===== src/rtl/mmio_port_responder_pkg.sv =====
// Shared definitions for the memory-mapped output/input port block:
// register offsets, STATUS bit positions and the default base address.
package mmio_port_responder_pkg;

  localparam logic [31:0] DEFAULT_BASE_ADDR = 32'h1001_0100;

  typedef enum logic [1:0] {
    REG_OUT_DATA = 2'd0,
    REG_STATUS   = 2'd1,
    REG_IN_DATA  = 2'd2,
    REG_RSVD     = 2'd3
  } reg_off_e;

  localparam int STAT_FULL       = 0;
  localparam int STAT_EMPTY      = 1;
  localparam int STAT_IN_CHANGED = 2;
  localparam int STAT_OVERFLOW   = 3;
  localparam int STAT_COUNT_LSB  = 4;
  localparam int STAT_COUNT_W    = 5;

  // The block decodes a 16-byte window; only the upper 28 address bits matter.
  function automatic logic addr_hit(input logic [31:0] addr, input logic [31:0] base);
    return (addr[31:4] == base[31:4]);
  endfunction

endpackage


===== src/rtl/mmio_port_responder_sync_fifo.sv =====
// Single-clock FIFO with push/pop handshake; a push while full is accepted
// only when a pop frees the head slot on the same edge.
module sync_fifo #(
  parameter  int WIDTH = 32,
  parameter  int DEPTH = 4,
  localparam int AW    = $clog2(DEPTH),
  localparam int CW    = AW + 1
) (
  input  logic             clk,
  input  logic             reset,
  input  logic             push,
  input  logic             pop,
  input  logic [WIDTH-1:0] wdata,
  output logic [WIDTH-1:0] rdata,
  output logic             full,
  output logic             empty,
  output logic [CW-1:0]    count
);

  logic [WIDTH-1:0] r_mem [DEPTH];
  logic [AW-1:0]    r_wr_ptr;
  logic [AW-1:0]    r_rd_ptr;
  logic [CW-1:0]    r_count;
  logic             w_do_pop;
  logic             w_do_push;

  assign empty     = (r_count == CW'(0));
  assign full      = (r_count == CW'(DEPTH));
  assign count     = r_count;
  assign w_do_pop  = pop && !empty;
  assign w_do_push = push && (!full || w_do_pop);
  // Empty FIFO presents zero so the sink never sees stale storage.
  assign rdata     = empty ? '0 : r_mem[r_rd_ptr];

  always_ff @(posedge clk) begin
    if (!reset && w_do_push) begin
      r_mem[r_wr_ptr] <= wdata;
    end
  end

  always_ff @(posedge clk) begin
    if (reset) begin
      r_wr_ptr <= '0;
      r_rd_ptr <= '0;
      r_count  <= '0;
    end else begin
      if (w_do_push) r_wr_ptr <= r_wr_ptr + AW'(1);
      if (w_do_pop)  r_rd_ptr <= r_rd_ptr + AW'(1);
      case ({w_do_push, w_do_pop})
        2'b10:   r_count <= r_count + CW'(1);
        2'b01:   r_count <= r_count - CW'(1);
        default: r_count <= r_count;
      endcase
    end
  end

endmodule


===== src/rtl/mmio_port_responder.sv =====
// Memory-mapped port block: stores to OUT_DATA feed an output FIFO, PortIn is
// synchronized with change detection, STATUS reports FIFO and sticky flags.
module mmio_port_responder
  import mmio_port_responder_pkg::*;
#(
  parameter logic [31:0] BASE_ADDR  = DEFAULT_BASE_ADDR,
  parameter int          FIFO_DEPTH = 4
) (
  input  logic        clk,
  input  logic        reset,
  input  logic [31:0] Address,
  input  logic [31:0] WriteData,
  input  logic        MemWrite,
  input  logic        MemRead,
  output logic [31:0] ReadData,
  output logic        Hit,
  input  logic [7:0]  PortIn,
  output logic [31:0] PortOut,
  output logic        PortOutValid,
  input  logic        PortOutReady
);

  localparam int CW = $clog2(FIFO_DEPTH) + 1;

  logic [7:0]  r_sync1, r_sync2, r_in_prev;
  logic        r_in_changed, r_overflow;
  logic [31:0] r_last_out;

  logic          w_full, w_empty, w_pop, w_push;
  logic [CW-1:0] w_count;
  logic          w_store, w_load, w_out_store, w_ovf_evt, w_in_chg_evt;
  reg_off_e      w_off;
  logic [31:0]   w_status;

  assign Hit          = addr_hit(Address, BASE_ADDR);
  assign w_off        = reg_off_e'(Address[3:2]);
  assign w_store      = MemWrite && Hit;
  // A simultaneous load and store behaves as a store with no read side effects.
  assign w_load       = MemRead && !MemWrite && Hit;
  assign PortOutValid = !w_empty;
  assign w_pop        = PortOutValid && PortOutReady;
  assign w_out_store  = w_store && (w_off == REG_OUT_DATA);
  assign w_push       = w_out_store && (!w_full || w_pop);
  assign w_ovf_evt    = w_out_store && w_full && !w_pop;
  assign w_in_chg_evt = (r_sync2 != r_in_prev);

  sync_fifo #(.WIDTH(32), .DEPTH(FIFO_DEPTH)) u_fifo (
    .clk   (clk),
    .reset (reset),
    .push  (w_out_store),
    .pop   (w_pop),
    .wdata (WriteData),
    .rdata (PortOut),
    .full  (w_full),
    .empty (w_empty),
    .count (w_count)
  );

  always_comb begin
    w_status                                          = '0;
    w_status[STAT_FULL]                               = w_full;
    w_status[STAT_EMPTY]                              = w_empty;
    w_status[STAT_IN_CHANGED]                         = r_in_changed;
    w_status[STAT_OVERFLOW]                           = r_overflow;
    w_status[STAT_COUNT_LSB +: STAT_COUNT_W]          = STAT_COUNT_W'(w_count);
  end

  always_comb begin
    ReadData = '0;
    if (w_load) begin
      case (w_off)
        REG_OUT_DATA: ReadData = r_last_out;
        REG_STATUS:   ReadData = w_status;
        REG_IN_DATA:  ReadData = {24'h00_0000, r_sync2};
        default:      ReadData = '0;
      endcase
    end else begin
      ReadData = '0;
    end
  end

  always_ff @(posedge clk) begin
    if (reset) begin
      r_sync1      <= '0;
      r_sync2      <= '0;
      r_in_prev    <= '0;
      r_in_changed <= 1'b0;
      r_overflow   <= 1'b0;
      r_last_out   <= '0;
    end else begin
      r_sync1   <= PortIn;
      r_sync2   <= r_sync1;
      r_in_prev <= r_sync2;
      // Set events win over read-to-clear on the same edge.
      if (w_in_chg_evt)                        r_in_changed <= 1'b1;
      else if (w_load && w_off == REG_IN_DATA) r_in_changed <= 1'b0;
      if (w_ovf_evt)                           r_overflow <= 1'b1;
      else if (w_load && w_off == REG_STATUS)  r_overflow <= 1'b0;
      if (w_push)                              r_last_out <= WriteData;
    end
  end

endmodule


===== config.mk =====
export PLATFORM = sky130hd
export DESIGN_NAME = mmio_port_responder
export DESIGN_NICKNAME = d
export VERILOG_FILES = /design/src/rtl/mmio_port_responder_pkg.sv /design/src/rtl/mmio_port_responder_sync_fifo.sv /design/src/rtl/mmio_port_responder.sv
export SDC_FILE = /design/constraint.sdc
export NUM_CORES = 1
export LEC_CHECK = 0
export BUFFER_PORTS_ARGS = -buffer_cell sky130_fd_sc_hd__buf_2
export CAP_MARGIN = 20
export CORE_MARGIN = 2
export CORE_UTILIZATION = 50
export CTS_CLUSTER_DIAMETER = 100
export DETAILED_ROUTE_END_ITERATION = 10
export PLACE_DENSITY_LB_ADDON = 0.12
export SYNTH_ARGS = -nofsm -noshare
export SYNTH_HDL_FRONTEND = slang
export SYNTH_SLANG_ARGS = --single-unit

===== constraint.sdc =====
create_clock -name clk -period 5.6 [get_ports clk]
set_input_delay 1.12 -clock clk [delete_from_list [all_inputs] [get_ports clk]]
set_output_delay 1.12 -clock clk [all_outputs]
set_load 0.01 [all_outputs]

## Word-level counts from Yosys, hierarchy flattened

Memory sizes are Yosys's and may differ from the RTL's. A register that Yosys moved wholly into a read port is not among the register bits.
Cells that the tools add are included.

| word-level totals | value |
|---|---|
| bits in registers | 65 |
| memory bits (writable) | 128 |
| input port bits | 77 |
| output and inout bits | 66 |
| word-level logic and storage cells | 58 |
| memories | 1 |

| operators by class | value |
|---|---|
| add/sub/neg operators | 4 |
| eq/ne operators | 7 |
| multiplexer cells | 12 |
| reductions and logical operators | 25 |

Memory list:

| name | depth | width | read ports | clocked after Yosys merged registers in | write ports | RTL line | text |
|---|---|---|---|---|---|---|---|
| u_fifo.r_mem | 4 | 32 | 1 | 1 | 1 | mmio_port_responder_sync_fifo.sv:20 | `logic [WIDTH-1:0] r_mem [DEPTH];` |

Operator list:

| cell | number |
|---|---|
| 32-bit one-hot mux with 3 select lines | 1 |
| 32-bit two-way mux | 2 |
| 28-bit by 25-bit equality test with 1-bit output (second input constant) | 1 |
| 1-bit logical AND | 13 |
| 8-bit inequality test | 1 |
| 1-bit two-way mux | 6 |
| 3-bit one-hot mux with 2 select lines | 1 |
| 2-bit nonzero test | 3 |
| 1-bit zero test | 5 |
| 2-bit by 1-bit adder with 2-bit output (second input constant) | 2 |
| 2-bit by 1-bit equality test with 1-bit output (second input constant) | 2 |
| 2-bit equality test (second input constant) | 2 |
| 2-bit two-way mux | 2 |
| 3-bit by 1-bit adder with 3-bit output (second input constant) | 1 |
| 3-bit equality test (second input constant) | 1 |
| 3-bit zero test | 1 |
| 3-bit by 1-bit subtractor with 3-bit output (second input constant) | 1 |
| 2-bit zero test | 1 |
| 1-bit logical OR | 2 |

## Depth between registers and ports, before layout

| logic depth | value |
|---|---|
| depth after elaboration | 9 |
| gate-level depth with buffers | 11 |
| depth with buffers taken out | 10 |

## Modules after synthesis

A second synthesis with hierarchy kept.

| unflattened totals | value |
|---|---|
| cells, all modules | 576 |
| area total of the unflattened synthesis | 8316.7 um2 |

By module, submodules not included:

| module | times used | cells each | area an instance (um2) | seq. area each (um2) |
|---|---|---|---|---|
| sync_fifo | 1 | 269 | 5446.5 | 4023.9 |
| mmio_port_responder | 1 | 307 | 2870.3 | 1161.1 |

## Worst setup path before layout

OpenSTA, ideal clock, no wires.

| path | value |
|---|---|
| kind | input to register |
| start point | input port Address[6] |
| end point | memory u_fifo.r_mem[1][0], enable pin |
| setup time | 0.468 ns |
| arrival | 4.667 ns |
| data required time | 5.132 ns |
| path slack | 0.465 ns |
| stages on the path | 5 |
| path buffers | 0 |
| cells stage by stage | nor4b_2 > nand4_2 > nor4_4 > nand2_1 > nor3b_1 |

| on the way | value |
|---|---|
| longest elaborated chain between the ends | 7 |

Ends and longest elaborated chain:

| item | RTL line | text |
|---|---|---|
| from (decl) | mmio_port_responder.sv:11 | `input logic [31:0] Address,` |
| 28-bit by 25-bit equality test with 1-bit output | mmio_port_responder_pkg.sv:23 | `return (addr[31:4] == base[31:4]);` |
| 1-bit logical AND | mmio_port_responder.sv:37 | `assign w_store = MemWrite && Hit;` |
| 1-bit logical AND | mmio_port_responder.sv:42 | `assign w_out_store = w_store && (w_off == REG_OUT_DATA);` |
| 1-bit logical AND | mmio_port_responder_sync_fifo.sv:31 | `assign w_do_push = push && (!full \|\| w_do_pop);` |
| 1-bit logical AND | mmio_port_responder_sync_fifo.sv:36 | `if (!reset && w_do_push) begin` |
| 1-bit two-way mux | mmio_port_responder_sync_fifo.sv:36 |  |
| 1-bit two-way mux (not written as such) | mmio_port_responder_sync_fifo.sv:37 | `r_mem[r_wr_ptr] <= wdata;` |
| to (decl) | mmio_port_responder_sync_fifo.sv:20 |  |

Every way passes these cells.

## Final worst setup path

| path | value |
|---|---|
| start point | input port Address[6] |
| end point | output port ReadData[24] |

| on the way | value |
|---|---|
| longest elaborated chain between the ends | 3 |

Ends and longest elaborated chain:

| item | RTL line | text |
|---|---|---|
| 28-bit by 25-bit equality test with 1-bit output | mmio_port_responder_pkg.sv:23 |  |
| 1-bit logical AND | mmio_port_responder.sv:39 | `assign w_load = MemRead && !MemWrite && Hit;` |
| 32-bit two-way mux | mmio_port_responder.sv:70 | `if (w_load) begin` |
| to (decl) | mmio_port_responder.sv:15 | `output logic [31:0] ReadData,` |

Every way passes these cells.

==> out/qor.txt <==
Post-layout nets: 742
PortBufs: 140
WP data arrival: 3.53 ns
Critical path type: primary input to output port
Crit share post-route: 83.0%
# diodes: 0
Post-Route WL: 15100 µm
Largest net degree at the start of global routing: 68
Proportion of synthesized chip area in sequential cells: 66.4%
Asr flop ratio synth: 0%
Die Span Y: 129 µm
FP Rows: 45
Overall power: 2.90 mW
Most frequent cells in the layout: 140 x buf_2, 128 x edfxtp_1, 65 x dfxtp_1
Final setup violation count: 0
Max layer used: met4
Layout Utilization: 61.4%
CTS tree: done
Root Buffer: clkbuf_16
# Post-CTS Setup Buffers: 0
Final hold viol count: 0
EDFF count, synth: 128
Hold path cells: 1
Max_cap viols: 0
FF+latch count, synth: 195
Synth Instances: 518
WL met3: 760 µm
Commonest non-fill, non-tap cell in the layout: buf_2
Worst skew pair latency: 0.43 ns
Top cell by count, worst path: buf_2
Crit path depth: 8
Routed Antenna Nets: 0
Setup ws final: 0.950 ns
DRC viols: 0
Setup WS pre-CTS: 0.920 ns
Setup TNS: 0 ns
Critical Path Max Stage Delay: 0.61 ns
Status: finished clean
Layout cells sized above 1: 34.6%
CTS clk-pin slew, worst paths: 0.07 ns
Startpoint types: primary input
Routed WL per cell: 17.5 µm
Number of global-route vias before repair: 4601
Worst hold-check path type: flip-flop to flip-flop
Die ar.: 16600 µm²
Pwr per Cell Area: 310 nW/µm²
Synth-to-layout area growth: 19.5%
Synth warn: 0
# IOs: 143
# hold bufs at CTS: 0
Worst setup EP type: output port
Cell-by-cell trace of the critical path: buf_2 > nor4b_2 > nand4_2 > nand4bb_1 > nor3_4 > buf_4 > and2_1 > buf_2
Initial Utilization: 51.3%
Clock Skew: 0.00671 ns
Slowest CP cell: nand4bb_1
Unrepaired setup endpoints after global routing: false
H-tree depth: 4
WL met1: 6600 µm
First-pass GRT wire length: 23800 µm
Worst Path Max Fanout: 16
Clock sink count: 195
Worst slew pin tran: 0.936 ns
Gr ovfl total: 0
Final min period: 4.65 ns
Pre-antenna DRT Iters: 7
Max Slew Vio Count: 0
F_max: 215 MHz
Width of the die: 129 µm
DRT iter0 DRCs: 266
Wire length on met2: 7440 µm
Tot GR Track Use: 19.1%
Core Region: 15200 µm²
R2R cell count: 9
CTS Buffer Depth: 2
Synth cell types: 39
Vias: 4603
Post-CTS Resized: 0
Fin area: 9330 µm²
Worst IR Drop VDD: 209 µV
Worst Path Required: 4.48 ns
Mapped cell area: 7800 µm²
CP top delay family: simple AND/OR/NAND/NOR gates
Worst slew margin: 37.6%
CTS buffer count: 17
Final GP Congestion: 0.729
Initial antenna violation count: 0
Top FF cell, synth: edfxtp_1
Drt via density: 5.35
Post-DP HPWL: 9670 µm
Post-Place Cell Area: 8730 µm²
Syn nets: 600
Syn avg cell area: 15.1 µm²
Fill cells: 1193
LEAKAGE: 3.48 nW
WP buf/inv: 3
-- per-layer routing --
layer	GRT usage, %	vias to the layer above
met2	31.7	131
met1	24.5	2288
met5	0	-
li1	-	2165
met3	4.70	19
met4	7.61	0
-- synthesized netlist by cell type, types with 3 or more instances --
cell type,n,area [µm²]
a21oi_1,8,40.0
dfxtp_1,67,1340
nand2_1,9,33.8
nor3b_1,6,45.0
and2_1,56,350
buf_4,4,30.0
inv_1,4,15.0
buf_1,3,11.3
nor2_1,58,218
a31oi_1,3,18.8
nor3_1,3,15.0
nand2b_1,4,25.0
ha_1,4,50.1
mux4_2,32,721
mux2i_1,42,420
xnor2_1,9,78.8
edfxtp_1,128,3840
nor2b_1,27,169
clkbuf_1,20,75.1
buf_2,3,15.0
-- kinds of logic after synthesis --
logic type / Yosys count / share of synthesized area, %
fa+ha+maj: 5 / 0.898
compound gates: 13 / 0.882
simple gates: 183 / 13.5
buf+inv: 34 / 1.88
xor+xnor: 11 / 1.23
mux: 77 / 15.2
flops: 195 / 66.4
-- flip-flops by register name (all words and copies together), names as in the netlist, named ones only --
name and count:
r_in_prev 8, u_fifo.r_mem 128, r_sync1 8, u_fifo.r_wr_ptr 2, r_last_out 32, u_fifo.count 3, r_in_changed 1, u_fifo.r_rd_ptr 2
r_sync2 8, r_overflow 1
-- per-stage QoR --
stage,std cells,hold slack (ns)
6_report,861,0.435
3_5_place_dp,829,0.423
4_1_cts,861,0.440
3_3_place_gp,829,0.421
2_1_floorplan,518,0.414
5_1_grt,861,0.457
-- cell type report --
type / instances / area [µm²] / area share (%)
sequential: 195 / 5190 / 55.6
multi-input combinational: 289 / 2500 / 26.8
timing repair buffer: 153 / 798 / 8.56
clock buffer: 22 / 528 / 5.66
tap: 188 / 235 / 2.52
clock inverter: 10 / 65.1 / 0.698
inverter: 4 / 15.0 / 0.161
-- path summary, 6_finish.rpt --
| kind | start | endpoint | slack [ns] |
|---|---|---|---|
| worst max-delay path | Address[6] | ReadData[24] | 0.95 |
| worst min-delay path | r_sync1[6] | r_sync2[6] | 0.44 |
| worst max register to register | u_fifo.count[2] | u_fifo.count[2] | 3.14 |
| worst min register to register | r_sync1[6] | r_sync2[6] | 0.44 |
-- power breakdown --
group	switching (mW)	internal [mW]	total [mW]
Combinational	0.0819	0.0742	0.156
Clock	0.516	0.672	1.19
Sequential	0.0118	1.54	1.55
Note: power is estimated with default switching activity, not from simulation.
